===== src/rtl/uart_pkg.sv =====
// Shared UART definitions: bit timing, frame size and receiver state encoding.
// Used by uart_rx and uart_tx.
package uart_pkg;

    localparam int CLKS_PER_BIT = 104;
    localparam int DATA_BITS    = 8;

    typedef enum logic [2:0] {
        IDLE  = 3'd0,
        START = 3'd1,
        DATA  = 3'd2,
        STOP  = 3'd3,
        BREAK = 3'd4
    } rx_state_t;

    function automatic logic majority3(input logic a, input logic b, input logic c);
        return (a & b) | (a & c) | (b & c);
    endfunction

endpackage


===== src/rtl/uart_rx_if.sv =====
// Receiver-side bundle: serial line in, received byte and status strobes out.
// master = the receiver, slave = the line driver / byte consumer.
interface uart_rx_if;
    import uart_pkg::*;

    logic                 rxd;
    logic [DATA_BITS-1:0] rx_byte;
    logic                 rx_valid;
    logic                 frame_err;
    logic                 rx_busy;

    modport master (input rxd, output rx_byte, rx_valid, frame_err, rx_busy);
    modport slave  (output rxd, input rx_byte, rx_valid, frame_err, rx_busy);

endinterface


===== src/rtl/sync_2ff.sv =====
// Single-bit two-flop synchroniser for asynchronous inputs.
// Resets to 1 so an idle-high line does not look like an edge coming out of reset.
module sync_2ff (
    input  logic clk,
    input  logic rst,
    input  logic d,
    output logic q
);

    logic meta;

    always_ff @(posedge clk) begin
        if (rst) begin
            meta <= 1'b1;
            q    <= 1'b1;
        end else begin
            meta <= d;
            q    <= meta;
        end
    end

endmodule


===== src/rtl/uart_rx.sv =====
// 8N1 UART receiver with framing-error reporting and false-start rejection.
// Define UART_RX_MAJORITY_EN for 2-of-3 majority sampling around each bit centre.
module uart_rx #(
    parameter int CLKS_PER_BIT = uart_pkg::CLKS_PER_BIT,
    parameter int HALF_BIT     = CLKS_PER_BIT / 2
) (
    input  logic      clk,
    input  logic      rst,
    uart_rx_if.master bus
);
    import uart_pkg::*;

    localparam int CNT_W = $clog2(CLKS_PER_BIT);
    localparam int IDX_W = $clog2(DATA_BITS);
    localparam logic [CNT_W-1:0] BIT_LAST = CNT_W'(CLKS_PER_BIT - 1);
    localparam logic [IDX_W-1:0] IDX_LAST = IDX_W'(DATA_BITS - 1);

    logic                 rxd_s;
    logic                 bit_val;
    rx_state_t            state, state_n;
    logic [CNT_W-1:0]     cnt, cnt_n;
    logic [IDX_W-1:0]     idx, idx_n;
    logic [DATA_BITS-1:0] shreg, shreg_n;
    logic [DATA_BITS-1:0] rx_byte_q, rx_byte_n;
    logic                 rx_valid_q, rx_valid_n;
    logic                 frame_err_q, frame_err_n;

    sync_2ff u_sync (
        .clk (clk),
        .rst (rst),
        .d   (bus.rxd),
        .q   (rxd_s)
    );

`ifdef UART_RX_MAJORITY_EN
    // Vote over the previous two samples and the current one, so every decision lands one clock past the bit centre.
    localparam logic [CNT_W-1:0] START_LAST = CNT_W'(HALF_BIT);
    logic [1:0] hist;

    always_ff @(posedge clk) begin
        if (rst) begin
            hist <= 2'b11;
        end else begin
            hist <= {hist[0], rxd_s};
        end
    end

    assign bit_val = majority3(hist[1], hist[0], rxd_s);
`else
    localparam logic [CNT_W-1:0] START_LAST = CNT_W'(HALF_BIT - 1);
    assign bit_val = rxd_s;
`endif

    always_ff @(posedge clk) begin
        if (rst) begin
            state       <= IDLE;
            cnt         <= '0;
            idx         <= '0;
            shreg       <= '0;
            rx_byte_q   <= '0;
            rx_valid_q  <= 1'b0;
            frame_err_q <= 1'b0;
        end else begin
            state       <= state_n;
            cnt         <= cnt_n;
            idx         <= idx_n;
            shreg       <= shreg_n;
            rx_byte_q   <= rx_byte_n;
            rx_valid_q  <= rx_valid_n;
            frame_err_q <= frame_err_n;
        end
    end

    always_comb begin
        state_n     = state;
        cnt_n       = cnt;
        idx_n       = idx;
        shreg_n     = shreg;
        rx_byte_n   = rx_byte_q;
        rx_valid_n  = 1'b0;
        frame_err_n = 1'b0;

        case (state)
            IDLE: begin
                if (!rxd_s) begin
                    state_n = START;
                    cnt_n   = '0;
                end
            end

            START: begin
                if (cnt == START_LAST) begin
                    if (bit_val) begin
                        state_n = IDLE;
                    end else begin
                        state_n = DATA;
                        cnt_n   = '0;
                        idx_n   = '0;
                    end
                end else begin
                    cnt_n = cnt + 1'b1;
                end
            end

            // LSB arrives first; shifting in at the MSB leaves it in bit 0 after the last shift.
            DATA: begin
                if (cnt == BIT_LAST) begin
                    cnt_n   = '0;
                    shreg_n = {bit_val, shreg[DATA_BITS-1:1]};
                    idx_n   = idx + 1'b1;
                    if (idx == IDX_LAST) begin
                        state_n = STOP;
                    end
                end else begin
                    cnt_n = cnt + 1'b1;
                end
            end

            STOP: begin
                if (cnt == BIT_LAST) begin
                    cnt_n = '0;
                    if (bit_val) begin
                        rx_byte_n  = shreg;
                        rx_valid_n = 1'b1;
                        state_n    = IDLE;
                    end else begin
                        frame_err_n = 1'b1;
                        state_n     = BREAK;
                    end
                end else begin
                    cnt_n = cnt + 1'b1;
                end
            end

            BREAK: begin
                if (rxd_s) begin
                    state_n = IDLE;
                end
            end

            default: begin
                state_n = IDLE;
            end
        endcase
    end

    assign bus.rx_byte   = rx_byte_q;
    assign bus.rx_valid  = rx_valid_q;
    assign bus.frame_err = frame_err_q;
    assign bus.rx_busy   = (state != IDLE);

endmodule


===== src/flat_wrapper.sv =====
// flat-port wrapper written by rule: the top's interface ports become plain ports
module uart_rx_flat import uart_pkg::*;
#(
    parameter int CLKS_PER_BIT = uart_pkg::CLKS_PER_BIT,
    parameter int HALF_BIT     = CLKS_PER_BIT / 2
)
  (clk, rst, bus_rxd, bus_rx_byte, bus_rx_valid, bus_frame_err, bus_rx_busy);
  uart_rx_if bus_i ();
  input  logic clk;
  input  logic rst;
  input wire logic [$bits(bus_i.rxd)-1:0] bus_rxd;
  output wire logic [$bits(bus_i.rx_byte)-1:0] bus_rx_byte;
  output wire logic [$bits(bus_i.rx_valid)-1:0] bus_rx_valid;
  output wire logic [$bits(bus_i.frame_err)-1:0] bus_frame_err;
  output wire logic [$bits(bus_i.rx_busy)-1:0] bus_rx_busy;
  assign bus_i.rxd = bus_rxd;
  assign bus_rx_byte = bus_i.rx_byte;
  assign bus_rx_valid = bus_i.rx_valid;
  assign bus_frame_err = bus_i.frame_err;
  assign bus_rx_busy = bus_i.rx_busy;
  uart_rx #(.CLKS_PER_BIT(CLKS_PER_BIT), .HALF_BIT(HALF_BIT)) u_core (.clk(clk), .rst(rst), .bus(bus_i));
endmodule

===== config.mk =====
export PLATFORM = sky130hd
export DESIGN_NAME = uart_rx_flat
export DESIGN_NICKNAME = d
export VERILOG_FILES = /design/src/rtl/uart_pkg.sv /design/src/rtl/uart_rx_if.sv /design/src/rtl/sync_2ff.sv /design/src/rtl/uart_rx.sv /design/src/flat_wrapper.sv
export SDC_FILE = /design/constraint.sdc
export NUM_CORES = 1
export LEC_CHECK = 0
export CAP_MARGIN = 10
export CORE_MARGIN = 4
export CORE_UTILIZATION = 59
export CTS_CLUSTER_SIZE = 30
export DETAILED_ROUTE_END_ITERATION = 10
export GPL_ROUTABILITY_DRIVEN = 0
export GPL_TIMING_DRIVEN = 0
export PLACE_DENSITY = 0.89
export SYNTH_ARGS = -nofsm -noshare
export SYNTH_HDL_FRONTEND = slang
export SYNTH_SLANG_ARGS = --single-unit

===== constraint.sdc =====
create_clock -name clk -period 5.53 [get_ports clk]
set_input_delay 0.8295 -clock clk [delete_from_list [all_inputs] [get_ports clk]]
set_output_delay 0.8295 -clock clk [all_outputs]
set_load 0.005 [all_outputs]

==> results.yml, run 1 <==
status:
  outcome: "finished clean"
setup_path:
  reg2reg_depth: 7
  cp_slowest_cell: "clkdlybuf4s50_1"
  critPathLaunchType: "flip-flop"
  max_stage_delay_ns: 0.49
  crit_chain: "clkbuf_1 > or3_1 > clkdlybuf4s50_1"
  critical_path_arrival_ns: 1.79
  end_kind: "output pin"
  crit_family: "buffers and inverters"
  reg2reg_slack_ns: 3.46
  reg2reg_from: "u_core.cnt[0]$_SDFFE_PP0P_"
  reg2reg_to: "u_core.shreg[4]$_SDFFE_PP0P_"
  criticalPathCategory: "reg -> out"
  required_ns: 4.70
  worstPathMaxFanout: 10
  crit_buf_inv: 2
global_routing:
  grt_max_degree: 11
  grt-ovfl-total: 0
  grt_pass1_wl_um: 5130
  antenna_found_initial: 0
  grt_pass1_vias: 1184
  grt_usage: 0.199
place:
  place_area_sq_um: 1620
  hpwl_um: 2160
  post-place-cells: 196
  io_buffers: 13
power_and_ir_drop:
  power_leakage_uw: 0.000683
  ir_drop_mv: 0.225
  powerDensity_nw_per_um2: 265
timing:
  setup_viol: 0
  clock_skew_ns: 0.00474
  max_freq_mhz: 382
  final_hold_viol_count: 0
  relSlewSlack: 0.680
  finalCriticalPeriod_ns: 2.62
  timing_max_transition_violations_final: 0
  fin_tns_setup_ns: 0
  timing.final.crit_share: 0.473
  rsz0062_at_grt: "false"
  worstMarginPinSlew_ns: 0.481
layout:
  layout-drive-gt1-share: 0.108
  syn_to_final_growth_pct: 17.3
  finalInstanceArea_sq_um: 1700
  nets: 181
  antenna_cells: 0
  register_area_sq_um: 661
  final_common_cell: "dfxtp_1"
  multi_input_area_sq_um: 731
  fillCellCount: 159
  final_cells: 204
  final_cell_mix: "dfxtp_1, nor2_1, mux2i_1"
worst_hold_path:
  hold_class: "reg -> reg"
  hold_path_depth: 1
  hp-start: "u_core.u_sync.meta$_SDFF_PP1_"
  hold_end: "u_core.u_sync.q$_SDFF_PP1_"
floorplan:
  die_area_sq_um: 3310
  rows: 17
  die_h_um: 57.6
  top_level_ports: 14
  die_width_um: 57.6
  coreArea_sq_um: 2280
  start_util: 0.637
routing:
  postRouteAntennaNets: 0
  viasPerCell: 5.72
  avgRoutedWirePerCell_um: 14.3
  drt_pass1_iterations: 4
  drt_iter0_drc: 36
  drc: 0
  via_count: 1167
  wl_um: 2920
cts:
  cts_tree: "built"
  post_cts_buffers: 0
  h-tree-depth: 2
  path_clk_slew_ns: 0.09
  clk_latency_ns: 0.33
  cts_buffer_depth: 2
  cts_made_buffers: 5
  cts_root_buf: "clkbuf_4"
  post_cts_resized: 0
  cts_hold_buf: 0
  clock_sinks: 33
synthesis:
  syn-num-nets: 161
  postSynthAreaPerCell_sq_um: 9.36
  yosysWarnings: 0
  syn_inst: 155
  netlist_area_sq_um: 1450
  synth.yosys.seq_area_share: 0.456
  synth_async_sr_flop_share: 0
  yosys_register_bits: 33
  synth-main-ff-cell: "dfxtp_1"
  synth.distinct_cells: 38
  synth_edf_count: 0
job:
  maxCapViolCount: 0
[cells by family after synthesis]
kind of cell             synth area share
buffers and inverters              0.0405
AO/OA/AOI/OAI                       0.131
AND/OR/NAND/NOR                     0.217
flip-flops                          0.456
XOR/XNOR                           0.0121
adder cells (fa/ha/maj)            0.0259
multiplexers                        0.117
[metal layers]
metal / global-route usage / routed length, um / vias up
li1: - / - / 580
met1: 0.233 / 1250 / 560
met2: 0.340 / 1510 / 19
met3: 0.0633 / 102 / 8
met4: 0.0695 / 51 / 0
met5: 0 / 0 / -
[cell type report]
class                           instances  share of cell area
Multi-Input combinational cell        109               0.430
Sequential cell                        33               0.389
Timing Repair Buffer                   13              0.0765
Clock buffer                            7              0.0324
Buffer                                  7              0.0213
Tap cell                               28              0.0206
Clock inverter                          1              0.0177
Inverter                                6              0.0132
[power by group]
part           leakage, uW  internal [uW]  switching [uW]
Clock            0.0000455            108            78.1
Sequential        0.000266            239            1.50
Combinational     0.000371           9.25            13.7
Total             0.000683            357            93.3
[worst max-delay path by stage]
stage / end / slack, ns / start / cells past startpoint
2_1_floorplan: bus_rx_busy / 3.78 / u_core.state[2]$_SDFFE_PP0P_ / 2
5_1_grt: bus_rx_busy / 2.74 / u_core.state[2]$_SDFFE_PP0P_ / 3
3_5_place_dp: u_core.shreg[6]$_SDFFE_PP0P_ / 3.12 / rst / 4
3_3_place_gp: u_core.shreg[4]$_SDFFE_PP0P_ / 3.19 / rst / 4
6_report: bus_rx_busy / 2.91 / u_core.state[2]$_SDFFE_PP0P_ / 3
4_1_cts: bus_rx_busy / 2.89 / u_core.state[2]$_SDFFE_PP0P_ / 3
[synth_stat cells, types with 2 or more instances]
cell type  instances  area share
o21bai_1           4       0.021
nand2_1            5       0.013
clkbuf_1           4       0.010
xnor2_1            2       0.012
nor3_1             3       0.010
inv_1              6       0.016
nand3_1            4       0.014
dfxtp_1           33        0.46
nor2_1            25       0.065
nand3b_1           2       0.010
a31oi_1            2      0.0086
a22oi_1            2       0.010
buf_2              2      0.0069
a21oi_1            8       0.028
nand2b_1           4       0.017
o22ai_1            2      0.0086
ha_1               3       0.026
o21ai_0            7       0.024
mux2i_1           17        0.12
or2_2              2      0.0086
[registers in the layout (all words and copies together) (netlist names)]
signal,count
u_core.cnt,7
u_core.bus.rx_byte,8
u_core.bus.rx_valid,1
u_core.bus.frame_err,1
u_core.shreg,8
u_core.u_sync.meta,1
u_core.u_sync.q,1
u_core.state,3
u_core.idx,3
[metrics by stage]
stage / setup WS, ns / hold WS [ns] / util / power [uW]
final: 2.91 / 0.425 / 0.747 / 450
after global routing: 2.74 / 0.449 / 0.747 / 470
after CTS: 2.89 / 0.429 / 0.747 / 452
after detailed placement: 3.12 / 0.407 / 0.710 / 269
after global placement: 3.19 / 0.394 / 0.710 / 268
after floorplan: 3.78 / 0.389 / - / 262
No activity file was read; power rests on OpenSTA's default activity.
==> run 2, diff against run 1 <==
--- a/config.mk
+++ b/config.mk
@@ -7,12 +7,12 @@
 export LEC_CHECK = 0
 export CAP_MARGIN = 10
 export CORE_MARGIN = 4
-export CORE_UTILIZATION = 59
+export CORE_UTILIZATION = 55
 export CTS_CLUSTER_SIZE = 30
 export DETAILED_ROUTE_END_ITERATION = 10
 export GPL_ROUTABILITY_DRIVEN = 0
 export GPL_TIMING_DRIVEN = 0
-export PLACE_DENSITY = 0.89
+export PLACE_DENSITY = 0.84
 export SYNTH_ARGS = -nofsm -noshare
 export SYNTH_HDL_FRONTEND = slang
 export SYNTH_SLANG_ARGS = --single-unit
==> constraint.sdc (replaced) <==
create_clock -name clk -period 2.65 [get_ports clk]
set_input_delay 0.3975 -clock clk [delete_from_list [all_inputs] [get_ports clk]]
set_output_delay 0.3975 -clock clk [all_outputs]
set_load 0.005 [all_outputs]
==> run 2 against run 1 <==
  * Utilization decreased by 7.9 points
  * Clock skew increased by 0.0085 ns
  * Hold slack got worse by 0.0068 ns
  * Sequential share of layout area increased by 0.73 points
  * Setup slack got worse by 2.5 ns
  * Die area increased by 6.3%
  * Non-clock buffer count unchanged
  * Cell count increased by 0.98%
  * Global-route usage decreased by 1.8 points
  * Clock-buffer cell count decreased by 1
  * Largest cell class unchanged
  * Largest power group unchanged
==> results.yml, run 2 (synthesis gave the netlist of run 1 again) <==
cts:
  cts_root_buf: "clkbuf_4"
  cts_tree: "built"
  post_cts_buffers: 0
  path_clk_slew_ns: 0.11
  h-tree-depth: 2
  clock_sinks: 33
  cts_made_buffers: 5
  cts_buffer_depth: 2
  post_cts_resized: 0
  clk_latency_ns: 0.33
  cts_hold_buf: 0
layout:
  final_cells: 206
  syn_to_final_growth_pct: 15.1
  final_cell_mix: "dfxtp_1, nor2_1, mux2i_1"
  antenna_cells: 0
  postLayoutCoreUtil: 0.668
  final_common_cell: "dfxtp_1"
  layout-drive-gt1-share: 0.108
  nets: 181
timing:
  final_hold_viol_count: 0
  worstMarginPinSlew_ns: 0.464
  timing_max_transition_violations_final: 0
  rsz0062_at_grt: "false"
  max_freq_mhz: 442
  fin_tns_setup_ns: 0
  clock_skew_ns: 0.0133
  setup_viol: 0
  whs_ns: 0.418
  worst_slack_ns: 0.388
  relSlewSlack: 0.691
  timing.final.crit_share: 0.854
  finalCriticalPeriod_ns: 2.26
floorplan:
  die_width_um: 59.4
  top_level_ports: 14
  die_area_sq_um: 3520
  start_util: 0.580
  die_h_um: 59.4
  coreArea_sq_um: 2500
  rows: 18
global_routing:
  grt_pass1_wl_um: 4790
  grt-ovfl-total: 0
  grt_max_degree: 11
  grt_usage: 0.182
  antenna_found_initial: 0
  grt_pass1_vias: 1113
routing:
  viasPerCell: 5.56
  via_count: 1146
  drc: 0
  postRouteAntennaNets: 0
  drt_iter0_drc: 52
  avgRoutedWirePerCell_um: 13.8
  drt_pass1_iterations: 4
  wl_um: 2840
place:
  post-place-cells: 198
  hpwl_um: 2040
  pre_cts_slack_ns: 0.635
  io_buffers: 13
setup_path:
  critical_path_arrival_ns: 1.86
  criticalPathCategory: "reg -> out"
  end_kind: "output pin"
  crit_end: "bus_rx_busy"
  crit_start: "u_core.state[2]$_SDFFE_PP0P_"
  reg2reg_from: "u_core.cnt[0]$_SDFFE_PP0P_"
  reg2reg_to: "u_core.shreg[6]$_SDFFE_PP0P_"
  critPathLaunchType: "flip-flop"
  reg2reg_depth: 7
  worstPathMaxFanout: 10
  required_ns: 2.25
  reg2reg_slack_ns: 0.62
status:
  outcome: "finished clean"
power_and_ir_drop:
  ir_drop_mv: 0.343
  power_leakage_uw: 0.000669
  powerDensity_nw_per_um2: 490
worst_hold_path:
  hold_class: "reg -> reg"
job:
  maxCapViolCount: 0
==> run 2: cell type report <==
type | instances | area (sq um)
Clock inverter | 2 | 10.0
Fill cell | 198 | 831
Multi-Input combinational cell | 109 | 731
Buffer | 7 | 36.3
Sequential cell | 33 | 661
Inverter | 6 | 22.5
Timing Repair Buffer | 13 | 130
Tap cell | 30 | 37.5
Clock buffer | 6 | 41.3
==> run 2: how the worst min path moves through the flow <==
| stage | slack [ns] | end | startpoint | depth (start not counted) |
|---|---|---|---|---|
| after floorplan | 0.39 | u_core.u_sync.q$_SDFF_PP1_ | u_core.u_sync.meta$_SDFF_PP1_ | 1 |
| after global placement | 0.39 | u_core.u_sync.q$_SDFF_PP1_ | u_core.u_sync.meta$_SDFF_PP1_ | 1 |
| after detailed placement | 0.40 | u_core.u_sync.q$_SDFF_PP1_ | u_core.u_sync.meta$_SDFF_PP1_ | 1 |
| after CTS | 0.42 | u_core.u_sync.q$_SDFF_PP1_ | u_core.u_sync.meta$_SDFF_PP1_ | 1 |
| after global routing | 0.45 | u_core.u_sync.q$_SDFF_PP1_ | u_core.u_sync.meta$_SDFF_PP1_ | 1 |
| final | 0.42 | u_core.u_sync.q$_SDFF_PP1_ | u_core.u_sync.meta$_SDFF_PP1_ | 1 |
==> run 2: power breakdown <==
group | internal (uW) | switching [uW] | leakage (uW) | total [uW]
registers | 500 | 3.16 | 0.000266 | 503
clock network | 101 | 165 | 0.0000320 | 266
logic | 19.3 | 28.4 | 0.000371 | 47.8
total | 620 | 197 | 0.000669 | 817
==> run 2: stage by stage <==
stage               area [sq um]  power [uW]
global route                1670         849
detailed placement          1620         562
global placement            1620         560
floorplan                   1450         547
finish                      1670         817
CTS                         1670         820
==> run 2: worst max-delay path, cell delays in order, from the launching register on <==
cell and delay (ns):
dfxtp_1 0.45, clkbuf_1 0.41, or3_1 0.18, clkdlybuf4s50_1 0.49
==> run 2: metal layers <==
layer  up-vias  share of wire  GRT usage
met5         -              0          0
met3         6          0.048     0.0545
met2        27           0.48      0.285
met1       532           0.46      0.217
met4         0          0.017      0.110
li1        581              -          -
==> run 3, diff against run 2 <==
--- a/config.mk
+++ b/config.mk
@@ -13,6 +13,7 @@
 export GPL_ROUTABILITY_DRIVEN = 0
 export GPL_TIMING_DRIVEN = 0
 export PLACE_DENSITY = 0.84
+export SKIP_CTS_REPAIR_TIMING = 1
 export SYNTH_ARGS = -nofsm -noshare
 export SYNTH_HDL_FRONTEND = slang
 export SYNTH_SLANG_ARGS = --single-unit
==> results of run 3 <==
Final layout, timing and power as in run 2 (identical DEF).
